==> src/rtl/uart_pkg.sv <==
// Shared UART definitions: frame state encoding, parity modes and baud divisor helper.
// Used by both the transmitter and the future receiver.
package uart_pkg;

    typedef enum logic [2:0] {
        ST_IDLE   = 3'd0,
        ST_START  = 3'd1,
        ST_DATA   = 3'd2,
        ST_PARITY = 3'd3,
        ST_STOP   = 3'd4
    } uart_state_e;

    localparam int unsigned PAR_NONE = 0;
    localparam int unsigned PAR_EVEN = 1;
    localparam int unsigned PAR_ODD  = 2;

    // Truncating division: the line runs slightly fast rather than slow.
    function automatic int unsigned clks_per_bit(input int unsigned clk_freq,
                                                 input int unsigned baud);
        return clk_freq / baud;
    endfunction

endpackage

==> src/rtl/uart_baud_tick.sv <==
// Bit-period counter: counts 0..ClksPerBit-1 while enabled, pulses tick_o on the last count.
// Clear restarts the period so a new frame never inherits phase from the previous one.
module uart_baud_tick #(
    parameter int unsigned ClksPerBit = 434
) (
    input  logic clk_i,
    input  logic rst_ni,
    input  logic clear_i,
    input  logic enable_i,
    output logic tick_o
);

    localparam int unsigned CntW = (ClksPerBit >= 2) ? $clog2(ClksPerBit) : 1;
    localparam logic [CntW-1:0] CntMax = CntW'(ClksPerBit - 1);

    logic [CntW-1:0] cnt_q, cnt_d;

    assign tick_o = enable_i && (cnt_q == CntMax);

    always_comb begin
        cnt_d = cnt_q;
        if (clear_i) begin
            cnt_d = '0;
        end else if (enable_i) begin
            cnt_d = tick_o ? '0 : cnt_q + 1'b1;
        end
    end

    always_ff @(posedge clk_i or negedge rst_ni) begin
        if (!rst_ni) begin
            cnt_q <= '0;
        end else begin
            cnt_q <= cnt_d;
        end
    end

endmodule

==> src/rtl/uart_tx_frame.sv <==
// UART transmitter: start bit, 8 data bits LSB-first, optional parity, 1 or 2 stop bits.
// Bytes arrive over valid/ready; all line and handshake outputs are registered.
module uart_tx_frame
    import uart_pkg::*;
#(
    parameter int unsigned CLK_FREQ  = 50_000_000,
    parameter int unsigned BAUD      = 115200,
    parameter int unsigned PARITY    = 0,
    parameter int unsigned STOP_BITS = 1
) (
    input  logic       CLK50M,
    input  logic       RST_N,
    input  logic [7:0] tx_data,
    input  logic       tx_valid,
    output logic       tx_ready,
    output logic       TX,
    output logic       tx_busy
);

    localparam int unsigned Cpb = clks_per_bit(CLK_FREQ, BAUD);

    if (PARITY > PAR_ODD) begin : g_bad_parity
        $error("uart_tx_frame: PARITY must be 0, 1 or 2");
    end
    if (STOP_BITS < 1 || STOP_BITS > 2) begin : g_bad_stop
        $error("uart_tx_frame: STOP_BITS must be 1 or 2");
    end
    if (Cpb < 2) begin : g_bad_baud
        $error("uart_tx_frame: CLK_FREQ/BAUD must be at least 2");
    end

    uart_state_e state_q, state_d;
    logic [7:0]  shift_q, shift_d;
    logic [2:0]  bit_idx_q, bit_idx_d;
    logic        par_q, par_d;
    logic        tx_q, tx_d;
    logic        ready_q, ready_d;
    logic        busy_q, busy_d;
    logic        accept;
    logic        tick;

    assign accept = tx_valid && ready_q;

    uart_baud_tick #(
        .ClksPerBit(Cpb)
    ) u_baud (
        .clk_i   (CLK50M),
        .rst_ni  (RST_N),
        .clear_i (accept),
        .enable_i(busy_q),
        .tick_o  (tick)
    );

    // State and datapath registers.
    always_ff @(posedge CLK50M or negedge RST_N) begin
        if (!RST_N) begin
            state_q   <= ST_IDLE;
            shift_q   <= '0;
            bit_idx_q <= '0;
            par_q     <= 1'b0;
            tx_q      <= 1'b1;
            ready_q   <= 1'b1;
            busy_q    <= 1'b0;
        end else begin
            state_q   <= state_d;
            shift_q   <= shift_d;
            bit_idx_q <= bit_idx_d;
            par_q     <= par_d;
            tx_q      <= tx_d;
            ready_q   <= ready_d;
            busy_q    <= busy_d;
        end
    end

    // Next state; bit_idx doubles as the stop-bit counter.
    always_comb begin
        state_d   = state_q;
        shift_d   = shift_q;
        bit_idx_d = bit_idx_q;
        par_d     = par_q;
        unique case (state_q)
            ST_IDLE: begin
                if (accept) begin
                    state_d   = ST_START;
                    shift_d   = tx_data;
                    bit_idx_d = '0;
                    par_d     = (PARITY == PAR_ODD) ? ~^tx_data : ^tx_data;
                end
            end
            ST_START: begin
                if (tick) state_d = ST_DATA;
            end
            ST_DATA: begin
                if (tick) begin
                    if (bit_idx_q == 3'd7) begin
                        bit_idx_d = '0;
                        state_d   = (PARITY != PAR_NONE) ? ST_PARITY : ST_STOP;
                    end else begin
                        bit_idx_d = bit_idx_q + 3'd1;
                        shift_d   = {1'b0, shift_q[7:1]};
                    end
                end
            end
            ST_PARITY: begin
                if (tick) state_d = ST_STOP;
            end
            ST_STOP: begin
                if (tick) begin
                    if (bit_idx_q == 3'(STOP_BITS - 1)) begin
                        bit_idx_d = '0;
                        state_d   = ST_IDLE;
                    end else begin
                        bit_idx_d = bit_idx_q + 3'd1;
                    end
                end
            end
            default: state_d = ST_IDLE;
        endcase
    end

    // Outputs decoded from the next state so they register on the same edge as the state.
    always_comb begin
        tx_d    = 1'b1;
        ready_d = 1'b0;
        busy_d  = 1'b1;
        unique case (state_d)
            ST_IDLE: begin
                ready_d = 1'b1;
                busy_d  = 1'b0;
            end
            ST_START:  tx_d = 1'b0;
            ST_DATA:   tx_d = shift_d[0];
            ST_PARITY: tx_d = par_d;
            ST_STOP:   tx_d = 1'b1;
            default:   tx_d = 1'b1;
        endcase
    end

    assign TX       = tx_q;
    assign tx_ready = ready_q;
    assign tx_busy  = busy_q;

endmodule

==> config.mk <==
export PLATFORM = sky130hd
export DESIGN_NAME = uart_tx_frame
export DESIGN_NICKNAME = d
export VERILOG_FILES = /design/src/rtl/uart_pkg.sv /design/src/rtl/uart_baud_tick.sv /design/src/rtl/uart_tx_frame.sv
export SDC_FILE = /design/constraint.sdc
export NUM_CORES = 1
export LEC_CHECK = 0
export CELL_PAD_IN_SITES_DETAIL_PLACEMENT = 1
export CELL_PAD_IN_SITES_GLOBAL_PLACEMENT = 1
export CORE_UTILIZATION = 44
export DETAILED_ROUTE_END_ITERATION = 10
export PLACE_DENSITY_LB_ADDON = 0.15
export SYNTH_ARGS = -nofsm -noshare
export SYNTH_HDL_FRONTEND = slang
export SYNTH_SLANG_ARGS = --single-unit
==> constraint.sdc <==
create_clock -name CLK50M -period 2.3 [get_ports CLK50M]
set_input_delay 0.345 -clock CLK50M [delete_from_list [all_inputs] [get_ports CLK50M]]
set_output_delay 0.345 -clock CLK50M [all_outputs]
set_load 0.02 [all_outputs]
-- Yosys cells after proc, flatten, opt, wreduce, memory -nomap -nowiden
Cells that the tools add are included.
- register bits after elaboration: 27
- input port bits: 11
- output and inout bits: 3
- word-level logic and storage cells: 61
- $add $sub $neg: 2
- equal/unequal tests: 13
- muxes and demuxes: 26
- reductions and logical operators: 11
- operators by type and width (cell ; number):
    $mux 3 ; 12
    $mux 9 ; 3
    $mux 8 ; 3
    $pmux 8 s2 ; 1
    $pmux 3 s5 ; 1
    $eq 3x2->1 const B ; 4
    $add 9x1->9 const B ; 1
    $eq 9x9->1 const B ; 1
    $logic_not 3->1 ; 3
    $pmux 3 s3 ; 1
    $reduce_and 4->1 ; 2
    $reduce_xor 8->1 ; 1
    $eq 3x1->1 const B ; 2
    $eq 3x3->1 const B ; 2
    $mux 1 ; 4
    $ne 2x1->1 const B ; 2
    $ne 2x2->1 const B ; 2
    $reduce_bool 2->1 ; 2
    $add 3x1->3 const B ; 1
    $pmux 1 s3 ; 1
    $reduce_bool 3->1 ; 1
    $logic_and 1x1->1 ; 2

-- Logic depth before layout (Yosys ltp)
- word-level depth: 6
- gate-level depth with buffers: 8
- gate-level depth less buffers: 7

-- Cells and area by module
A second synthesis with hierarchy kept.
- cell total of the unflattened synthesis: 154
- area total of the unflattened synthesis: 1535.2 sq um
- modules (own cells, without submodules) (module ; instances ; cells an instance ; area an instance (sq um) ; sequential area each (sq um)):
    uart_tx_frame ; 1 ; 95 ; 943.4 ; 452.9
    uart_baud_tick ; 1 ; 59 ; 591.8 ; 225.2

-- Least setup slack after synthesis
OpenSTA, ideal clock, no wires.
- path kind: register to register
- start point: register busy_q, in the netlist tx_busy
- end point: register shift_q[1]
- library setup time: 126 ps
- data arrival time: 1852 ps
- data required time: 2174 ps
- setup slack: 322 ps
- cell stages (with the launch flop): 8
- path buffers: 2
- clock period less this slack: 1978 ps
- cell sequence: dfrtp_1 > clkbuf_1 > nand2_1 > or3_1 > buf_2 > nor3_4 > o21ai_2 > a221o_1
- cells in the longest elaborated chain, start to end: 3
- ends and longest elaborated chain (item ; RTL line ; source):
    start, declared ; uart_tx_frame.sv:38 ; logic busy_q, busy_d;
    start signal, assigned ; uart_tx_frame.sv:71 ; busy_q <= busy_d;
    $logic_and 1x1->1 ; uart_baud_tick.sv:18 ; assign tick_o = enable_i && (cnt_q == CntMax);
    $ne 2x1->1 (no line) ; - ;
    $reduce_and 4->1 (no line) ; - ;
    end signal, assigned ; uart_tx_frame.sv:66 ; shift_q <= shift_d;
    end, declared ; uart_tx_frame.sv:33 ; logic [7:0] shift_q, shift_d;
No other way between the ends.
A chain may end at the register's enable or synchronous reset.

-- Final worst setup path
- start point: register u_baud.cnt_q[3]
- end point: register shift_q[4]
- cells in the longest elaborated chain, start to end: 4
- ends and longest elaborated chain (item ; RTL line ; source):
    start, declared ; uart_baud_tick.sv:16 ; logic [CntW-1:0] cnt_q, cnt_d;
    start signal, assigned ; uart_baud_tick.sv:33 ; cnt_q <= cnt_d;
    $eq 9x9->1 ; uart_baud_tick.sv:18 ;
    $logic_and 1x1->1 ; uart_baud_tick.sv:18 ;
    $ne 2x1->1 (no line) ; - ;
    $reduce_and 4->1 (no line) ; - ;
No other way between the ends.

==> flow_metrics.py <==
metrics = {
    "status": {
        "status": "complete, no violations",
    },
    "clock_tree": {
        "htree_levels": 1,
        "cts_max_path_buffers": 2,
        "numCtsBuffers": 3,
        "postCtsSetupBuffers": 0,
        "cts_resized": 0,
        "clkSlewWorstSetupHoldPaths_ns": 0.15,
        "cts.sink_count": 27,
        "cts-root-buf": "sky130_fd_sc_hd__clkbuf_4",
        "worstSkewPairLatency_ns": 0.32,
        "cts_hold_buffers": 0,
        "tritoncts_clock_tree": "built",
    },
    "sta": {
        "timing.final.setup_violations": 0,
        "finalWorstSetupSlack_ns": 0.158,
        "final_hold_viol_count": 0,
        "setup-tns-final_ns": 0,
        "finClkSkew_ns": 0.00791,
        "timing.slew.headroom": 0.731,
        "final-max-slew-violation-count": 0,
        "fmaxAchievable_ghz": 0.467,
        "fin_worst_hold_slack_ns": 0.376,
        "rsz0062_at_grt": "false",
        "worst-slew-pin-transition_ns": 0.400,
        "post-route-period-util": 0.931,
        "final.min_clock_period_ns": 2.14,
    },
    "global_route": {
        "grt_use_total": 0.217,
        "wire_length_of_the_first_global_routing_pass_mm": 5.78,
        "antenna_violations_before_repair": 0,
        "globalRouteOverflowTotal": 0,
        "grt_start_max_net_pins": 28,
        "vias_in_the_first_global_route": 1197,
    },
    "power": {
        "netSwitchingFraction": 0.352,
        "clkPwrFrac": 0.148,
        "static-leakage-power_nw": 0.739,
        "total_switching_power_mw": 0.488,
        "maximum_vdd_drop_v": 0.000338,
        "internal_power_mw": 0.899,
        "power-per-cell-area_nw_per_um2": 822,
        "seq_power_share": 0.532,
        "combinationalPowerShare": 0.321,
    },
    "placement": {
        "post_place_worst_slack_ns": 0.168,
        "hpwlAfterDp_mm": 2.49,
        "numPlacedInstances": 202,
        "buffer_ports.inserted": 13,
        "place_congestion": 0.771,
    },
    "finish": {
        "instances_no_fill": 206,
        "final.fill_count": 374,
        "antenna_cells": 0,
        "drive_above_1_share": 0.0988,
        "num-nets-final": 179,
        "syn2layout_area_growth_pct": 14.6,
    },
    "hold_path": {
        "hold_path_class": "input port to asynchronous set/reset pin",
    },
    "detailed_routing": {
        "postRouteWirelength_mm": 3.20,
        "detail_route.wl_per_cell_um": 15.5,
        "ant_nets": 0,
        "firstDrtPassIters": 4,
        "via_per_inst": 5.63,
        "routed-via-count": 1160,
        "dr_drc_count": 0,
        "drt_iter0_drc": 47,
    },
    "die": {
        "floorplan.core_area_um2": 3100,
        "total_die_area_um2": 3580,
        "start_util": 0.474,
        "design.portCount": 14,
        "row_count": 20,
        "chip_height_um": 59.8,
        "die_width_um": 59.8,
    },
    "yosys": {
        "post_synth_instance_area_um2": 1470,
        "synthFlopType": "sky130_fd_sc_hd__dfrtp_1",
        "fraction_of_synthesized_cell_area_taken_by_the_top_area_cell_type": 0.425,
        "mappedNetlistNets": 164,
        "synth.avg_cell_area_um2": 9.94,
        "async_set_or_reset_flop_fraction_in_the_synthesized_netlist": 1.00,
        "synth-warning-count": 0,
        "synth_sequential_area_ratio": 0.461,
        "synth-seq-cells": 27,
        "synth_top_cells_by_area": "sky130_fd_sc_hd__dfrtp_1 (43%), sky130_fd_sc_hd__xnor2_1 (5.4%), sky130_fd_sc_hd__ha_1 (4.3%), sky130_fd_sc_hd__a221o_1 (4.1%), sky130_fd_sc_hd__nor2_1 (4.1%)",
        "synthDominantAreaCellType": "sky130_fd_sc_hd__dfrtp_1",
        "synthDistinctLibCells": 43,
        "post_synth_inst_count": 148,
        "synth_edf_count": 0,
    },
    "worst_setup_path": {
        "worstSetupPathType": "flip-flop to flip-flop",
        "worst-endpoint-arrival_ns": 2.36,
        "critPathCaptureType": "flip-flop",
        "regToRegStartpoint": "u_baud.cnt_q[3]",
        "sort_of_element_at_the_start_of_the_critical_path": "flip-flop",
        "r2r_end": "shift_q[4]",
        "ff2ff_setup_slack_ns": 0.16,
        "cp.required_ns": 2.52,
        "timing.critical_path.fanout_max": 8,
        "worst_r2r_path_depth": 5,
    },
    "flow_run": {
        "max_cap_viol_count": 0,
    },
}
==> power by group through the flow <==
stage                     clock, mW  sequential, mW  combinational, mW
final                         0.205           0.738              0.445
after global routing          0.240           0.759              0.514
after CTS                     0.213           0.739              0.453
after detailed placement          0           0.749              0.449
after global placement            0           0.738              0.425
after floorplan                   0           0.716              0.322
==> stage by stage <==
stage                     power (mW)   util  cell area [µm²]
after detailed placement        1.20  0.535             1660
after floorplan                 1.04      -             1470
final                           1.39  0.544             1690
after CTS                       1.41  0.544             1690
after global placement          1.16  0.535             1660
after global routing            1.51  0.544             1690
==> per-layer routing <==
layer,part of all wire,vias to the layer above,track usage
met5,0,-,0
met4,0.0053,0,0.0498
met3,0.015,2,0.0260
met2,0.51,9,0.359
met1,0.47,590,0.303
li1,-,559,-
==> registers in the layout, indices dropped and copies added, names as in the netlist <==
signal and count:
par_q 1, state_q 3, TX 1, bit_idx_q 3, u_baud.cnt_q 9, tx_busy 1
shift_q 8, tx_ready 1
==> cell usage in the layout (no fill, tap or decap), types with 2 or more instances in the layout <==
cell type / synthesis / final
sky130_fd_sc_hd__and3_1: 7 / 7
sky130_fd_sc_hd__dfrtp_1: 25 / 25
sky130_fd_sc_hd__nand3_1: 4 / 4
sky130_fd_sc_hd__or3_1: 3 / 3
sky130_fd_sc_hd__o211ai_1: 3 / 3
sky130_fd_sc_hd__nor2_1: 16 / 16
sky130_fd_sc_hd__nor3_1: 2 / 2
sky130_fd_sc_hd__o21ai_0: 5 / 5
sky130_fd_sc_hd__nand2_1: 10 / 10
sky130_fd_sc_hd__buf_4: 0 / 4
sky130_fd_sc_hd__xnor2_1: 9 / 9
sky130_fd_sc_hd__nor4_1: 2 / 2
sky130_fd_sc_hd__xor2_1: 3 / 3
sky130_fd_sc_hd__clkbuf_4: 0 / 3
sky130_fd_sc_hd__dfstp_2: 2 / 2
sky130_fd_sc_hd__clkdlybuf4s50_1: 0 / 13
sky130_fd_sc_hd__a21oi_1: 5 / 5
sky130_fd_sc_hd__mux2i_1: 3 / 3
sky130_fd_sc_hd__ha_1: 5 / 5
sky130_fd_sc_hd__and4_1: 2 / 2
sky130_fd_sc_hd__inv_1: 7 / 7
sky130_fd_sc_hd__a221o_1: 6 / 6
==> Yosys cell counts (all sizes together) (2+ instances only) <==
cell type  number
nand3           4
nor3            4
o21ai           7
mux2i           3
or3             3
clkbuf          6
nand2          10
nor2           16
a221o           6
xor2            3
ha              5
and3            7
and4            2
inv             7
o211ai          3
xnor2           9
nor4            2
nor4b           2
a21oi           5
dfstp           2
dfrtp          25
==> worst max-delay path by stage <==
stage                               start         end
after floorplan                   tx_busy  shift_q[1]
after global placement    u_baud.cnt_q[3]  shift_q[4]
after detailed placement  u_baud.cnt_q[3]  shift_q[4]
after CTS                 u_baud.cnt_q[3]  shift_q[4]
after global routing      u_baud.cnt_q[3]  shift_q[5]
final                     u_baud.cnt_q[3]  shift_q[4]
==> final cells by class <==
type,instances,area [µm²],share of cell area
flip-flops and latches,27,678,0.402
well taps,44,55.1,0.0326
clock buffers,3,22.5,0.0134
inverters,7,26.3,0.0156
repair buffers,17,160,0.0950
clock inverters,1,5.00,0.00297
multi-input cells,107,739,0.438
==> kinds of logic after synthesis <==
family / synth area share
XOR/XNOR: 0.0714
adder cells (fa/ha/maj): 0.0425
buffers and inverters: 0.0366
AND/OR/NAND/NOR: 0.211
flip-flops: 0.461
AO/OA/AOI/OAI: 0.157
multiplexers: 0.0204
==> critical path, cell delays in order, from the launching register on <==
cell	delay, ns
sky130_fd_sc_hd__dfrtp_1	0.46
sky130_fd_sc_hd__or3b_4	0.44
sky130_fd_sc_hd__or3_1	0.54
sky130_fd_sc_hd__nor3_4	0.17
sky130_fd_sc_hd__o21ai_2	0.13
sky130_fd_sc_hd__a221o_1	0.32
Power figures use the tool's default switching activity.
